==> src/rtl/lsic_pkg.sv <==
// Shared constants and types for the lsic_n interrupt controller.
package lsic_pkg;

    // Register window offsets (word offsets inside the 16-word block)
    localparam logic [3:0] OFF_DISA   = 4'h0;
    localparam logic [3:0] OFF_PEND   = 4'h4;
    localparam logic [3:0] OFF_EDGE   = 4'h8;
    localparam logic [3:0] OFF_CLAIM  = 4'hC;
    localparam logic [3:0] OFF_IPL    = 4'hD;
    localparam logic [3:0] OFF_BAD    = 4'hE;
    localparam logic [3:0] OFF_STATUS = 4'hF;

    // Avalon response codes
    localparam logic [1:0] RESP_OKAY   = 2'b00;
    localparam logic [1:0] RESP_DECERR = 2'b11;

    // Claim id is sized for the largest configuration (128 sources)
    localparam int CLAIM_IDW = 7;

    typedef struct packed {
        logic                 valid;
        logic [CLAIM_IDW-1:0] id;
    } claim_t;

endpackage

==> src/rtl/lsic_prio_enc.sv <==
// Combinational lowest-index-first priority encoder.
module lsic_prio_enc #(
    parameter int N   = 64,
    parameter int IDW = $clog2(N)
) (
    input  logic [N-1:0]   req,
    output logic           valid,
    output logic [IDW-1:0] id
);

    // Scan from the top down so the lowest set index is the last one written
    always_comb begin
        valid = 1'b0;
        id    = '0;
        for (int i = N - 1; i >= 0; i--) begin
            if (req[i]) begin
                valid = 1'b1;
                id    = IDW'(i);
            end
        end
    end

endmodule

==> src/rtl/lsic_n.sv <==
// lsic_n: Avalon-MM interrupt controller with per-source edge/level mode,
// claim/complete handshake, priority threshold and bad-address latch.
module lsic_n
    import lsic_pkg::*;
#(
    parameter int          NUM_IRQS  = 64,
    parameter logic [29:0] BASE_WORD = 30'h3E00C000,
    parameter int          IDW       = $clog2(NUM_IRQS)
) (
    input  logic                clk,
    input  logic                rst,
    input  logic [NUM_IRQS-1:0] irqs,
    input  logic [31:0]         badAddr,
    input  logic                badAddrValid,
    output logic                badAddrAck,
    output logic                cpu_irq,
    output logic                cpu_buserror,
    input  logic [4:0]          bus_burstcount,
    input  logic [31:0]         bus_writedata,
    input  logic [29:0]         bus_address,
    input  logic                bus_write,
    input  logic                bus_read,
    input  logic [3:0]          bus_byteenable,
    output logic                s_waitrequest,
    output logic [31:0]         s_readdata,
    output logic                s_readdatavalid,
    output logic                s_writeresponsevalid,
    output logic [1:0]          s_response
);

    localparam int W = NUM_IRQS / 32;

    // State
    logic [NUM_IRQS-1:0] disa_q, disa_d;
    logic [NUM_IRQS-1:0] pend_q, pend_d;
    logic [NUM_IRQS-1:0] edge_mode_q, edge_mode_d;
    logic [NUM_IRQS-1:0] irqs_q, irqs_d;
    logic [IDW:0]        ipl_q, ipl_d;
    claim_t              claim_q, claim_d;
    logic [32:0]         bad_q, bad_d;
    logic                ack_q, ack_d;
    logic                rvalid_q, rvalid_d;
    logic                wvalid_q, wvalid_d;
    logic [31:0]         rdata_q, rdata_d;
    logic [1:0]          resp_q, resp_d;

    // Decode helpers
    logic                hit, rd_acc, wr_acc, err, ok_rd, ok_wr, bank_bad;
    logic [3:0]          off;
    logic [1:0]          grp, bidx;
    logic [NUM_IRQS-1:0] set_vec, elig;
    logic                enc_valid;
    logic [IDW-1:0]      enc_id;
    logic                unused_byteenable;

    assign unused_byteenable = ^bus_byteenable;

    // Bus decode, register reads/writes, pending update and bad-address latch
    always_comb begin
        disa_d      = disa_q;
        pend_d      = pend_q;
        edge_mode_d = edge_mode_q;
        irqs_d      = irqs;
        ipl_d       = ipl_q;
        bad_d       = bad_q;
        ack_d       = badAddrValid;
        rdata_d     = 32'h0;

        hit      = (bus_address[29:4] == BASE_WORD[29:4]) && (bus_read || bus_write);
        rd_acc   = hit && bus_read;
        wr_acc   = hit && !bus_read && bus_write;
        off      = bus_address[3:0];
        grp      = off[3:2];
        bidx     = off[1:0];
        bank_bad = (grp != OFF_CLAIM[3:2]) && (int'(bidx) >= W);
        err      = (bus_burstcount != 5'd1) || bank_bad || (wr_acc && off == OFF_STATUS);
        ok_rd    = rd_acc && !err;
        ok_wr    = wr_acc && !err;

        rvalid_d = rd_acc;
        wvalid_d = wr_acc;
        resp_d   = (hit && err) ? RESP_DECERR : RESP_OKAY;

        // Register read mux
        if (ok_rd) begin
            if (grp == OFF_CLAIM[3:2]) begin
                case (off)
                    OFF_CLAIM:  rdata_d = {claim_q.valid, 24'd0, claim_q.id};
                    OFF_IPL:    rdata_d = 32'(ipl_q);
                    OFF_BAD:    rdata_d = bad_q[31:0];
                    default:    rdata_d = {claim_q.valid, bad_q[32], 30'd0};
                endcase
            end else begin
                for (int w = 0; w < W; w++) begin
                    if (bidx == 2'(w)) begin
                        if (grp == OFF_DISA[3:2])      rdata_d = disa_q[w*32 +: 32];
                        else if (grp == OFF_PEND[3:2]) rdata_d = pend_q[w*32 +: 32];
                        else                           rdata_d = edge_mode_q[w*32 +: 32];
                    end
                end
            end
        end

        // Clear terms: claim read retires the claimed source
        if (ok_rd && off == OFF_CLAIM && claim_q.valid) begin
            for (int i = 0; i < NUM_IRQS; i++) begin
                if (claim_q.id == CLAIM_IDW'(i)) pend_d[i] = 1'b0;
            end
        end

        // Register writes (bank words, completion, threshold)
        if (ok_wr) begin
            if (grp == OFF_CLAIM[3:2]) begin
                if (off == OFF_CLAIM) begin
                    for (int i = 0; i < NUM_IRQS; i++) begin
                        if (bus_writedata[IDW-1:0] == IDW'(i)) pend_d[i] = 1'b0;
                    end
                end else if (off == OFF_IPL) begin
                    if (bus_writedata > 32'(NUM_IRQS)) ipl_d = (IDW+1)'(NUM_IRQS);
                    else                               ipl_d = bus_writedata[IDW:0];
                end
            end else begin
                for (int w = 0; w < W; w++) begin
                    if (bidx == 2'(w)) begin
                        if (grp == OFF_DISA[3:2]) begin
                            disa_d[w*32 +: 32] = bus_writedata;
                        end else if (grp == OFF_PEND[3:2]) begin
                            if (bus_writedata == 32'h0) pend_d[w*32 +: 32] = 32'h0;
                            else pend_d[w*32 +: 32] = pend_q[w*32 +: 32] | bus_writedata;
                        end else begin
                            edge_mode_d[w*32 +: 32] = bus_writedata;
                        end
                    end
                end
            end
        end

        // Set terms win over any clear in the same cycle
        set_vec = (~edge_mode_q & irqs) | (edge_mode_q & irqs & ~irqs_q);
        pend_d  = pend_d | set_vec;

        // Capture beats a clearing read; the read still returns the old value
        if (ok_rd && off == OFF_BAD) bad_d = 33'h0;
        if (badAddrValid)            bad_d = {1'b1, badAddr};
    end

    // Eligible sources: pending, enabled and below the threshold
    always_comb begin
        for (int i = 0; i < NUM_IRQS; i++) begin
            elig[i] = pend_q[i] && !disa_q[i] && ((IDW+1)'(i) < ipl_q);
        end
    end

    lsic_prio_enc #(
        .N   (NUM_IRQS),
        .IDW (IDW)
    ) u_prio_enc (
        .req   (elig),
        .valid (enc_valid),
        .id    (enc_id)
    );

    // Pack the encoder result into the registered claim
    always_comb begin
        claim_d.valid = enc_valid;
        claim_d.id    = CLAIM_IDW'(enc_id);
    end

    // State registers with synchronous reset
    always_ff @(posedge clk) begin
        if (rst) begin
            disa_q      <= '0;
            pend_q      <= '0;
            edge_mode_q <= '0;
            irqs_q      <= '0;
            ipl_q       <= (IDW+1)'(NUM_IRQS);
            claim_q     <= '0;
            bad_q       <= '0;
            ack_q       <= 1'b0;
            rvalid_q    <= 1'b0;
            wvalid_q    <= 1'b0;
            rdata_q     <= '0;
            resp_q      <= RESP_OKAY;
        end else begin
            disa_q      <= disa_d;
            pend_q      <= pend_d;
            edge_mode_q <= edge_mode_d;
            irqs_q      <= irqs_d;
            ipl_q       <= ipl_d;
            claim_q     <= claim_d;
            bad_q       <= bad_d;
            ack_q       <= ack_d;
            rvalid_q    <= rvalid_d;
            wvalid_q    <= wvalid_d;
            rdata_q     <= rdata_d;
            resp_q      <= resp_d;
        end
    end

    assign badAddrAck           = ack_q;
    assign cpu_irq              = claim_q.valid;
    assign cpu_buserror         = bad_q[32];
    assign s_waitrequest        = 1'b0;
    assign s_readdata           = rdata_q;
    assign s_readdatavalid      = rvalid_q;
    assign s_writeresponsevalid = wvalid_q;
    assign s_response           = resp_q;

endmodule

==> config.mk <==
export PLATFORM = sky130hd
export DESIGN_NAME = lsic_n
export DESIGN_NICKNAME = d
export VERILOG_FILES = /design/src/rtl/lsic_pkg.sv /design/src/rtl/lsic_prio_enc.sv /design/src/rtl/lsic_n.sv
export SDC_FILE = /design/constraint.sdc
export NUM_CORES = 1
export LEC_CHECK = 0
export BUFFER_PORTS_ARGS = -buffer_cell sky130_fd_sc_hd__buf_2
export CAP_MARGIN = 20
export CORE_UTILIZATION = 36
export CTS_BUF_LIST = sky130_fd_sc_hd__clkbuf_2 sky130_fd_sc_hd__clkbuf_4 sky130_fd_sc_hd__clkbuf_8
export CTS_CLUSTER_SIZE = 14
export DETAILED_ROUTE_END_ITERATION = 16
export SYNTH_ARGS = -nofsm -noshare
export SYNTH_HDL_FRONTEND = slang
export SYNTH_SLANG_ARGS = --single-unit
export TNS_END_PERCENT = 1
==> constraint.sdc <==
create_clock -name clk -period 3.2 [get_ports clk]
set_input_delay 0.32 -clock clk [delete_from_list [all_inputs] [get_ports clk]]
set_output_delay 0.32 -clock clk [all_outputs]
set_load 0.02 [all_outputs]
==> results.toml <==
[yosys]
yosysSeqAreaShare_pct = 39.12
synth-seq-cells = 339
syn_area_um2 = 17350
synth_top_cell_area_share_pct = 39.12
ys.flop_type = "dfxtp_1"
avgSynthCellArea_um2 = 7.585
synth.net_count = 2459
synth_edf_count = 0
synthCells = 2287
synth_area_leaders = "dfxtp_1, nand2_1, a21oi_1"
yosys-top-cells-count = "nand2_1, dfxtp_1, a21oi_1, o21ai_0, clkbuf_1"
synth_largest_area_cell = "dfxtp_1"
yosysMostFrequentCell = "nand2_1"
synth_cell_type_count = 75
async_reset_ff_share_pct = 0
ys_warn_count = 0

[placement]
io_buffers = 206
gp_congestion = 1.049
dpl_cell_area_um2 = 19870
dp_hpwl_mm = 56.67
placedCellCount = 3092
place_ws_ns = -0.1348

[clock_network]
cts.sinks = 339
ctsLongestPathBuffers = 3
cts-root-buf = "clkbuf_8"
cts_buffers = 61
clock_latency_ns = 0.70
post-cts-setup-buffers = 0
cts_tree = "built"
cts.htree.levels = 2
clk_pin_slew_ns = 0.06

[finish]
nets = 2838
drive_gt1_share_pct = 19.48
postLayoutCellArea_um2 = 22530
antennaDiodeCount = 0
post-route-util_pct = 47.29
layout.cells.non_filler = 3326
area_delta_synth_final_pct = 29.90

[timing]
period_share_pct = 93.78
worst_slack_ns = 0.1992
hold_viol = 0
fmaxAchievable_ghz = 0.3332
worst_slew_pin_slew_ns = 1.036
drv_slew = 0
rsz0062_at_grt = "false"
min_period_ns = 3.001
setup_violations = 0
timing.hold.ws_ns = 0.04096
slew_headroom_pct = 30.78
setup_tns_ns = 0
finClkSkew_ns = 0.04035

[drt]
drt_pass1_iterations = 6
antenna_left = 0
drt_wl_total_mm = 77.44
vias = 19161
drc = 0
drt_iter0_markers = 2095
vias_per_cell = 5.761
wl_per_cell_um = 23.28

[global_routing]
grt_overflow = 0
antenna_found_initial = 2
grt_max_degree = 130
grt_pass1_wl_mm = 115.5
track_usage_pct = 30.76
grt_pass1_vias = 18427

[power]
fin_total_pwr_mw = 10.43
p_per_area_nw_per_um2 = 462.7
vdd_drop_max_mv = 0.3056
p_leak_nw = 8.522

[worst_setup_path]
r2r_start = "ipl_q[6]$_SDFFE_PP1P_"
required_ns = 3.78
r2r_cells = 9
critPathKind = "flip-flop to flip-flop"
cp_max_fo = 12
worstReg2RegEnd = "claim_q[1]$_SDFF_PP0_"
cp.arrival_ns = 3.58
reg2reg_slack_ns = 0.20
critPathLaunchType = "flip-flop"
cp-end-kind = "flip-flop"

[floorplanning]
die_w_um = 221.5
fp.coreArea_um2 = 47650
initial_core_util_pct = 36.41
ios = 212
rows = 80
die_area_um2 = 49070
die_h_um = 221.5

[worst_hold_path]
hold_path_end = "ipl_q[0]$_SDFFE_PP0P_"
hold_depth = 2
hold_class = "input port to flip-flop"
hp-start = "rst"

[flow_run]
cap_viol_max_count = 0

[run_status]
status = "completed"
==> state kept, by name, summed over array words and instances (netlist names) <==
signal and cells:
badAddrAck 1, pend_q 64, cpu_irq 1, s_response 1, disa_q 64, ipl_q 7
irqs_q 64, s_readdatavalid 1, bad_q 33, claim_q 6, s_writeresponsevalid 1, edge_mode_q 64
s_readdata 32
==> power by group <==
part | total [mW] | switching (mW) | internal [mW]
clock | 4.58 | 1.94 | 2.64
sequential | 4.49 | 0.115 | 4.37
combinational | 1.36 | 0.784 | 0.574
==> cell usage in the layout (no fill, tap or decap), types with 6 or more instances in the layout <==
cell type / Yosys / final
a22oi_1: 96 / 96
inv_1: 20 / 20
mux2i_1: 70 / 70
or2_2: 6 / 6
buf_12: 0 / 8
o21ai_1: 20 / 23
buf_2: 19 / 203
a22o_1: 33 / 33
o21a_1: 7 / 7
nand4_1: 8 / 8
o2111ai_1: 11 / 11
dlygate4sd3_1: 0 / 125
clkbuf_8: 0 / 83
clkinv_2: 0 / 6
a211oi_1: 10 / 10
nand3b_1: 7 / 7
o221ai_1: 65 / 65
and2_1: 10 / 10
nor2b_1: 114 / 112
a21oi_1: 271 / 269
dfxtp_1: 339 / 338
o21ai_0: 231 / 228
nor4_1: 12 / 12
nand2_1: 534 / 534
nand3_1: 23 / 23
o211ai_1: 9 / 9
clkbuf_4: 0 / 14
nor3b_1: 6 / 6
or3_1: 8 / 8
nor3_1: 21 / 21
nand2b_1: 26 / 26
buf_4: 2 / 172
a21o_1: 8 / 8
and3_1: 8 / 8
nor4b_1: 6 / 6
o22ai_1: 8 / 8
nor2_1: 38 / 34
==> final cells by class <==
type / instances / area (um2)
sequential: 339 / 6788
clock buffer: 97 / 1247
fill: 4713 / 25110
inverter: 20 / 75.07
timing repair buffer: 510 / 3757
multi-input combinational: 1734 / 9757
clock inverter: 11 / 138.9
tap: 615 / 769.5
==> worst max-delay path: stages, from the launching register on <==
cell and delay, ns:
dfxtp_1 0.70, buf_4 0.26, nand4bb_1 0.18, buf_4 0.16, o21ai_0 0.11, a21oi_1 0.53
nor3_1 0.10, o21ai_0 0.11, or4b_1 0.48, a211oi_1 0.27
==> logic make-up (layout without fill, tap and decap cells) <==
kind of cell / after synthesis / after routing / share of synthesized area [%]
compound gates: 803 / 803 / 28.24
buf+inv: 214 / 638 / 4.941
flops: 339 / 339 / 39.12
mux: 73 / 73 / 4.299
other cells: 1 / 1 / 0.02162
simple gates: 857 / 857 / 23.38
==> layer usage <==
layer / share of wire (%) / global-route usage, % / vias up
met5: 0.017 / 0 / -
met4: 2.7 / 10.28 / 2
met3: 8.3 / 6.109 / 138
met2: 45 / 48.82 / 883
met1: 44 / 41.66 / 9223
li1: - / - / 8915
==> what timing repair did <==
action,CTS,global route
gates resized for setup,0,4
endpoints found under the setup margin,0,3
hold buffers,125,0
hold endpoints to repair,212,0
==> worst max-delay path by stage <==
| stage | startpoint | end | slack [ns] | cells after the start |
|---|---|---|---|---|
| 4_1_cts | ipl_q[4]$_SDFFE_PP0P_ | claim_q[4]$_SDFF_PP0_ | 0.09 | 12 |
| 3_5_place_dp | bus_address[23] | edge_mode_q[30]$_SDFFE_PP0P_ | -0.13 | 9 |
| 5_1_grt | ipl_q[6]$_SDFFE_PP1P_ | claim_q[1]$_SDFF_PP0_ | 0.04 | 10 |
| 6_report | ipl_q[6]$_SDFFE_PP1P_ | claim_q[1]$_SDFF_PP0_ | 0.20 | 9 |
| 2_1_floorplan | ipl_q[4]$_SDFFE_PP0P_ | cpu_irq$_SDFF_PP0_ | 0.77 | 7 |
| 3_3_place_gp | bus_address[23] | edge_mode_q[18]$_SDFFE_PP0P_ | -0.04 | 9 |
(Power assumes the default switching activity.)
